File: src/rtl/audio_pkg.sv
// Shared definitions for the voice note sequencer: note table entry layout
// and sequencer FSM states.
package audio_pkg;

   localparam int ENTRY_W   = 48;

   localparam int PITCH_LSB = 32;
   localparam int PITCH_W   = 16;
   localparam int A_LSB     = 24;
   localparam int A_W       = 8;
   localparam int R_LSB     = 16;
   localparam int R_W       = 8;
   localparam int GLEN_LSB  = 8;
   localparam int GLEN_W    = 8;
   localparam int DUR_LSB   = 0;
   localparam int DUR_W     = 8;

   // Field order matches the offsets above, MSB first.
   typedef struct packed {
      logic [PITCH_W-1:0] pitch;
      logic [A_W-1:0]     a;
      logic [R_W-1:0]     r;
      logic [GLEN_W-1:0]  gate_len;
      logic [DUR_W-1:0]   duration;
   } note_t;

   typedef enum logic [2:0] {
      ST_IDLE     = 3'd0,
      ST_FETCH    = 3'd1,
      ST_ARM      = 3'd2,
      ST_GATE_ON  = 3'd3,
      ST_GATE_OFF = 3'd4
   } state_e;

endpackage

File: src/rtl/note_ram.sv
// Note table: DEPTH x ENTRY_W single-write, synchronous-read memory.
// A read and a write to the same address in one cycle return the old data.
module note_ram
   import audio_pkg::*;
#(
   parameter  int DEPTH = 16,
   localparam int AW    = $clog2(DEPTH)
) (
   input  logic               clk,
   input  logic               wr_en_i,
   input  logic [AW-1:0]      wr_addr_i,
   input  logic [ENTRY_W-1:0] wr_data_i,
   input  logic [AW-1:0]      rd_addr_i,
   output logic [ENTRY_W-1:0] rd_data_o
);

   logic [ENTRY_W-1:0] mem_q [DEPTH];
   logic [ENTRY_W-1:0] rd_data_q;

   always_ff @(posedge clk) begin
      if (wr_en_i) mem_q[wr_addr_i] <= wr_data_i;
      rd_data_q <= mem_q[rd_addr_i];
   end

   assign rd_data_o = rd_data_q;

endmodule

File: src/rtl/note_sequencer.sv
// Steps through the note table, driving one voice's gate/attack/release and
// oscillator pitch; all note timing is counted in sample_clock strobes.
module note_sequencer
   import audio_pkg::*;
#(
   parameter  int DEPTH   = 16,
   parameter  int TICKDIV = 256,
   localparam int AW      = $clog2(DEPTH)
) (
   input  logic               clk,
   input  logic               rst,
   input  logic               sample_clock,
   input  logic               wr_en,
   input  logic [AW-1:0]      wr_addr,
   input  logic [ENTRY_W-1:0] wr_data,
   input  logic [AW-1:0]      last,
   input  logic               loop,
   input  logic               start,
   input  logic               stop,
   output logic               gate,
   output logic [7:0]         a,
   output logic [7:0]         r,
   output logic [15:0]        pitch,
   output logic               busy,
   output logic [AW-1:0]      step_idx,
   output logic               done
);

   localparam int            PW        = (TICKDIV > 1) ? $clog2(TICKDIV) : 1;
   localparam logic [PW-1:0] PRESC_MAX = PW'(TICKDIV - 1);

   state_e        state_q, state_d;
   logic [AW-1:0] step_q, step_d;
   logic          gate_q, gate_d;
   logic [7:0]    a_q, a_d;
   logic [7:0]    r_q, r_d;
   logic [15:0]   pitch_q, pitch_d;
   logic [7:0]    glen_q, glen_d;
   logic [7:0]    dur_q, dur_d;
   logic [PW-1:0] presc_q, presc_d;
   logic [7:0]    tick_q, tick_d;
   logic          done_q, done_d;

   note_t         rd_note;
   logic          wrap;
   logic [8:0]    tick_inc;
   logic [8:0]    dur_eff;
   logic          note_end;

   // Read address follows the next step so the entry is ready during FETCH.
   note_ram #(.DEPTH(DEPTH)) u_ram (
      .clk       (clk),
      .wr_en_i   (wr_en),
      .wr_addr_i (wr_addr),
      .wr_data_i (wr_data),
      .rd_addr_i (step_d),
      .rd_data_o (rd_note)
   );

   assign wrap     = sample_clock && (presc_q == PRESC_MAX);
   assign tick_inc = {1'b0, tick_q} + 9'd1;
   assign dur_eff  = (dur_q == 8'd0) ? 9'd256 : {1'b0, dur_q};
   assign note_end = wrap && (tick_inc == dur_eff);

   always_comb begin
      state_d = state_q;
      step_d  = step_q;
      gate_d  = gate_q;
      a_d     = a_q;
      r_d     = r_q;
      pitch_d = pitch_q;
      glen_d  = glen_q;
      dur_d   = dur_q;
      presc_d = presc_q;
      tick_d  = tick_q;
      done_d  = 1'b0;

      if (stop) begin
         // a/r/pitch hold so the envelope finishes its release on the current note
         state_d = ST_IDLE;
         gate_d  = 1'b0;
      end else if (start) begin
         state_d = ST_FETCH;
         step_d  = '0;
         gate_d  = 1'b0;
      end else begin
         case (state_q)
            ST_IDLE: ;
            ST_FETCH: begin
               pitch_d = rd_note.pitch;
               a_d     = rd_note.a;
               r_d     = rd_note.r;
               glen_d  = rd_note.gate_len;
               dur_d   = rd_note.duration;
               gate_d  = 1'b0;
               state_d = ST_ARM;
            end
            ST_ARM: begin
               // Waiting for a strobe guarantees a full sample of gate low before retrigger.
               if (sample_clock) begin
                  presc_d = '0;
                  tick_d  = '0;
                  if (glen_q != 8'd0) begin
                     gate_d  = 1'b1;
                     state_d = ST_GATE_ON;
                  end else begin
                     state_d = ST_GATE_OFF;
                  end
               end
            end
            ST_GATE_ON, ST_GATE_OFF: begin
               if (sample_clock) presc_d = wrap ? '0 : presc_q + PW'(1);
               if (wrap) tick_d = tick_inc[7:0];
               if (state_q == ST_GATE_ON && wrap && tick_inc == {1'b0, glen_q}) begin
                  gate_d  = 1'b0;
                  state_d = ST_GATE_OFF;
               end
               if (note_end) begin
                  gate_d = 1'b0;
                  if (step_q != last) begin
                     step_d  = step_q + AW'(1);
                     state_d = ST_FETCH;
                  end else if (loop) begin
                     step_d  = '0;
                     state_d = ST_FETCH;
                  end else begin
                     done_d  = 1'b1;
                     state_d = ST_IDLE;
                  end
               end
            end
            default: state_d = ST_IDLE;
         endcase
      end
   end

   always_ff @(posedge clk or negedge rst) begin
      if (!rst) begin
         state_q <= ST_IDLE;
         step_q  <= '0;
         gate_q  <= 1'b0;
         a_q     <= '0;
         r_q     <= '0;
         pitch_q <= '0;
         glen_q  <= '0;
         dur_q   <= '0;
         presc_q <= '0;
         tick_q  <= '0;
         done_q  <= 1'b0;
      end else begin
         state_q <= state_d;
         step_q  <= step_d;
         gate_q  <= gate_d;
         a_q     <= a_d;
         r_q     <= r_d;
         pitch_q <= pitch_d;
         glen_q  <= glen_d;
         dur_q   <= dur_d;
         presc_q <= presc_d;
         tick_q  <= tick_d;
         done_q  <= done_d;
      end
   end

   assign gate     = gate_q;
   assign a        = a_q;
   assign r        = r_q;
   assign pitch    = pitch_q;
   assign busy     = (state_q != ST_IDLE);
   assign step_idx = step_q;
   assign done     = done_q;

endmodule

File: config.mk
export PLATFORM = sky130hd
export DESIGN_NAME = note_sequencer
export DESIGN_NICKNAME = d
export VERILOG_FILES = /design/src/rtl/audio_pkg.sv /design/src/rtl/note_ram.sv /design/src/rtl/note_sequencer.sv
export SDC_FILE = /design/constraint.sdc
export NUM_CORES = 1
export LEC_CHECK = 0
export ABC_AREA = 1
export CELL_PAD_IN_SITES_DETAIL_PLACEMENT = 1
export CELL_PAD_IN_SITES_GLOBAL_PLACEMENT = 2
export CORE_UTILIZATION = 41
export DETAILED_ROUTE_END_ITERATION = 10
export MAX_ROUTING_LAYER = met4
export PLACE_DENSITY = 0.9
export SLEW_MARGIN = 15
export SYNTH_ARGS = -nofsm -noshare
export SYNTH_HDL_FRONTEND = slang
export SYNTH_SLANG_ARGS = --single-unit
export TNS_END_PERCENT = 20
File: constraint.sdc
create_clock -name clk -period 3.33 [get_ports clk]
set_input_delay 0.666 -clock clk [delete_from_list [all_inputs] [get_ports clk]]
set_output_delay 0.666 -clock clk [all_outputs]
set_load 0.01 [all_outputs]
* Word-level counts from Yosys, hierarchy flattened
Memories as Yosys holds them, arrays and structs flattened. A register that Yosys moved wholly into a read port is not among the register bits. Cells that the tools add are included.
Storage, ports and cells: memories 1, output and inout bits 39, flip-flop bits (word level) 73, bits in writable memories 768
Memories:
- u_ram.mem_q | words 16, bits a word 48, read ports 1, clocked after memory_dff 1, write ports 1, RTL line note_ram.sv:17 | logic [ENTRY_W-1:0] mem_q [DEPTH];
Cells by class: equality and inequality tests 15, bitwise logic cells 2, multiplexer cells 37, add/subtract/negate cells 3, reduce and logical (&&, ||, !) cells 16
Operator list (count):
- $mux W8 | 4
- $pmux W8 S2 | 2
- $mux W4 | 6
- $mux W3 | 6
- $mux W1 | 16
- $pmux W3 S4 | 1
- $reduce_and A5 Y1 | 2
- $add A8 B1 Y9 const B | 1
- $eq A9 B8 Y1 | 1
- $eq A9 B9 Y1 | 1
- $mux W9 | 1
- $add A8 B1 Y8 const B | 1
- $eq A8 B8 Y1 const B | 1
- $logic_not A8 Y1 | 1
- $ne A4 B4 Y1 const B | 2
- $reduce_bool A8 Y1 | 1
- $eq A3 B2 Y1 const B | 2
- $ne A2 B2 Y1 const B | 3
- $reduce_and A3 Y1 | 2
- $ne A5 B5 Y1 const B | 1
- $reduce_bool A5 Y1 | 1
- $add A4 B1 Y4 const B | 1
- $logic_and A1 B1 Y1 | 4
- $ne A4 B4 Y1 | 1
- other kinds (10) | 11

* Depth between registers and ports, before layout
depth in word-level cells 9, mapped depth 22, depth with buffers taken out 20

* Modules after synthesis
From an unflattened synthesis, not the netlist that was laid out.
Second synthesis, totals: cells, all modules 3684, area total of the unflattened synthesis 37827.5 um^2
By module, submodules not included:
- note_ram | cells each 3165, times used 1, area each 33988.8 um^2, sequential area each 24023.0 um^2
- note_sequencer | cells each 519, times used 1, area each 3838.7 um^2, sequential area each 1826.8 um^2

* Least setup slack after synthesis
No wires, ideal clock.
path kind input to register, start input wr_addr[2], end memory u_ram.mem_q[10][0], enable pin, setup slack -22 ps, arrival time 2898 ps, stages on the path 2, path through nand3b_1 -> nor2_1
RTL lines:
- start, declared | RTL line note_sequencer.sv:14 | input logic [AW-1:0] wr_addr,
- end, declared | RTL line note_ram.sv:17
No word-level cell before the write port.

* Final worst setup path
start register tick_q[1], end register u_ram.rd_data_q[29] (netlist: u_ram.rd_data_o[29]), read port of u_ram.mem_q
On the way: longest elaborated chain between the ends 7
Ends and longest elaborated chain:
- start, declared | RTL line note_sequencer.sv:41 | logic [7:0] tick_q, tick_d;
- start signal, assigned | RTL line note_sequencer.sv:160 | tick_q <= tick_d;
- $add A8 B1 Y9 | RTL line note_sequencer.sv:61 | assign tick_inc = {1'b0, tick_q} + 9'd1;
- $eq A9 B9 Y1 | RTL line note_sequencer.sv:63 | assign note_end = wrap && (tick_inc == dur_eff);
- $logic_and A1 B1 Y1 | RTL line note_sequencer.sv:63
- $mux W4 | RTL line note_sequencer.sv:118 | if (note_end) begin
- $mux W4 | RTL line note_sequencer.sv:87 | case (state_q)
- $mux W4 | RTL line note_sequencer.sv:82 | end else if (start) begin
- $mux W4 | RTL line note_sequencer.sv:78 | if (stop) begin
- end, declared | RTL line note_ram.sv:18 | logic [ENTRY_W-1:0] rd_data_q;
No other way between the ends. A chain may end at the register's enable or synchronous reset.

==> qor.csv <==
metric,value,unit
finalSetupTns,0,ps
area_growth,17.7,%
synth_largest_area_cell,edfxtp_1,
grt_overflow,0,
grt_use_total,0.252,
worstPathMaxFanout,30,
drt_iter0_drc,2267,
synth_area_per_cell,10.5,µm²
dpl.hpwl,62800,µm
seq_power_share,0.512,
finalWorstSetupSlack,296,ps
die_x,306,µm
cp_slowest_cell,dfrtp_1,
ys_types,38,
p_clk_frac,0.417,
clkTransAtPathRegs,60,ps
drtPass1Iterations,7,
p_per_area,562,nW/µm²
insertion_delay,680,ps
arrival,3590,ps
power_switching,5.75,mW
vdd_ir_drop_max,0.351,mV
slew_headroom,0.349,
place_area,41500,µm²
clk_path_buf_depth,3,
fmax,0.330,GHz
grt_max_degree,109,
cp_top_family,simple AND/OR/NAND/NOR gates,
antenna_found_initial,6,
met2_usage,0.424,
synth_nets,3679,
syn_inst,3613,
die_h,306,µm
cts_setup_buffers,0,
coreArea,91500,µm²
fillers,9782,
cts_root_buf,clkbuf_16,
status,"complete, no violations",
drt_drc_violations_left,0,
final_cells,5016,
ant_nets,0,
synth_warnings,0,
critPathBufInv,2,
finish.net_count,3809,
cpPeakStageDelay,450,ps
numClockSinks,889,
clock_skew,32.5,ps
cts_resized,0,
worstPathRequired,3880,ps
fin_crit_sh,0.911,
via_per_inst,5.43,
grt_use_met3,0.0337,
setup_viol,0,
cts_hold_buf,0,
die-area,93600,µm²
synth.top_cells.by_area,"edfxtp_1 (61%), nand3_1 (12%), nand2_1 (10%)",
stdcell_area,44600,µm²
worstSetupEndpointType,flop,
dp_cells,4833,
swShare,0.229,
grt_pass1_vias,28900,
layout-drive-gt1-share,0.0850,
cts_tree,built,
busiest_layer,met2,
gp_congestion,0.806,
hold_path.class,primary input to async pin,
path_cells,"ha_4, nand3_1, o21ai_2, nand2_1, nand2_1, nand3_2, nor2_2, nand3_1, nand2_1, nand3_4, nand2_8, buf_12, buf_12, nand2_1, nand3_1, nand3_1, nand3_1, nand2_1",
drv_slew,0,
wl_per_cell,22.7,µm
grt_util_met1,0.316,
ys_ff_latch,889,
grt_pass1_wl,174000,µm
start_kind,flop,
synth_area,37900,µm²
comb_power_share,0.070,
rsz0062_at_grt,no,
pre_cts_slack,-83.9,ps
worstMarginPinSlew,976,ps
cts-buffers-inserted,94,
synth_top_area_frac,0.609,
fin_crit,3030,ps
multi_input_area,9350,µm²
start_util,0.414,
maxCapViolCount,0,
final-seq-area,25800,µm²
yosysSeqAreaShare,0.683,
boundaryPins,102,
hold_violations,0,
path_class,flop to flop,
via_count,27200,
rows,111,
p_int,19.3,mW
htreeDepth,3,
io_buffers,101,
p_leak,18.2,nW
wl,114000,µm
-- final timing paths --
kind	endpoint	slack (ps)	cells after the start	startpoint
max in group asynchronous	pitch[5]	2300	2	rst
worst min register to register	pitch[10]	430	2	u_ram.rd_data_o[42]
worst min-delay path	tick_q[7]	170	1	rst
worst max register to register	u_ram.rd_data_o[29]	300	18	tick_q[1]
worst max-delay path	u_ram.rd_data_o[29]	300	18	tick_q[1]
min in group clk	pitch[10]	430	2	u_ram.rd_data_o[42]
-- state kept, by name (all words and copies together) (netlist names) --
| name | count |
|---|---|
| a | 8 |
| dur_q | 8 |
| u_ram.mem_q | 768 |
| state_q | 3 |
| presc_q | 8 |
| u_ram.rd_data_o | 48 |
| done | 1 |
| pitch | 16 |
| r | 8 |
| step_idx | 4 |
| gate | 1 |
| glen_q | 8 |
| tick_q | 8 |
-- kinds of logic after synthesis --
| kind of cell | after synthesis | synth area share |
|---|---|---|
| AND/OR/NAND/NOR | 2003 | 0.231 |
| XOR/XNOR | 12 | 0.00278 |
| buffers and inverters | 657 | 0.0754 |
| AO/OA/AOI/OAI | 49 | 0.00717 |
| adder cells (fa/ha/maj) | 3 | 0.000992 |
| flip-flops | 889 | 0.683 |
-- layer usage --
metal  share of wire  wire length [µm]
met5               0                 0
met4           0.022              2550
met3           0.056              6380
met2            0.50             57400
met1            0.42             47500
-- through the flow --
stage               hold WS, ps  power [mW]   util
floorplan                   370        13.9      -
global placement            420        14.7  0.453
detailed placement          421        14.8  0.453
CTS                         186        25.2  0.486
global route                245        25.8  0.487
finish                      175        25.1  0.487
-- cell usage in the layout, fill, tap and decap left out, types with 5 or more instances in the layout --
master,instances
nand4_1,7
clkbuf_16,96
diode_2,7
xnor2_1,6
edfxtp_1,768
nand2_1,1018
dfrtp_1,73
clkbuf_8,12
clkinvlp_4,6
xor2_1,6
nand3_1,901
clkinv_1,12
clkbuf_1,26
nor3_1,5
clkdlybuf4s50_1,100
inv_1,439
dfxtp_1,48
nor2_4,19
clkinv_2,17
a21oi_1,7
buf_12,83
buf_4,61
o21ai_0,31
nor2_1,35
bufinv_16,6
-- power by group through the flow --
| stage | logic, mW | clock network (mW) | registers, mW |
|---|---|---|---|
| after global placement | 1.69 | 0 | 13.0 |
| after CTS | 1.77 | 10.6 | 12.8 |
| after detailed placement | 1.75 | 0 | 13.1 |
| after floorplan | 0.814 | 0 | 13.1 |
| final | 1.76 | 10.5 | 12.8 |
| after global routing | 1.94 | 11.0 | 12.9 |
-- area by class of cell --
cell class | instances | area share
flip-flops and latches | 889 | 0.580
multi-input cells | 2067 | 0.210
repair buffers | 244 | 0.0700
clock buffers | 134 | 0.0598
inverters | 447 | 0.0377
well taps | 1186 | 0.0333
clock inverters | 42 | 0.00890
diodes | 7 | 0.000393
-- cells in the mapped netlist --
master and count:
clkbuf_1 63, o22ai_1 4, nand3_2 2, nand3_1 901, xnor2_1 6, nand2_2 3
nand3b_1 4, ha_1 3, nor3b_1 2, a22oi_2 1, nor2_1 53, a211oi_1 1
nand2_4 1, nor2_2 3, o21ai_0 31, a21oi_1 7, or2_2 1, inv_1 440
o21ai_1 1, a21boi_1 1, dfrtp_1 73, nand2_1 1020, buf_1 6, buf_4 22
clkinv_1 2, buf_2 95, buf_6 22, inv_2 5, nor3_1 5, nand4_1 7
nor2_4 1, xor2_1 6, a31oi_1 1, dfxtp_1 48, o21ai_2 1, o2111ai_1 1
edfxtp_1 768, buf_8 2
Power figures use the tool's default switching activity.
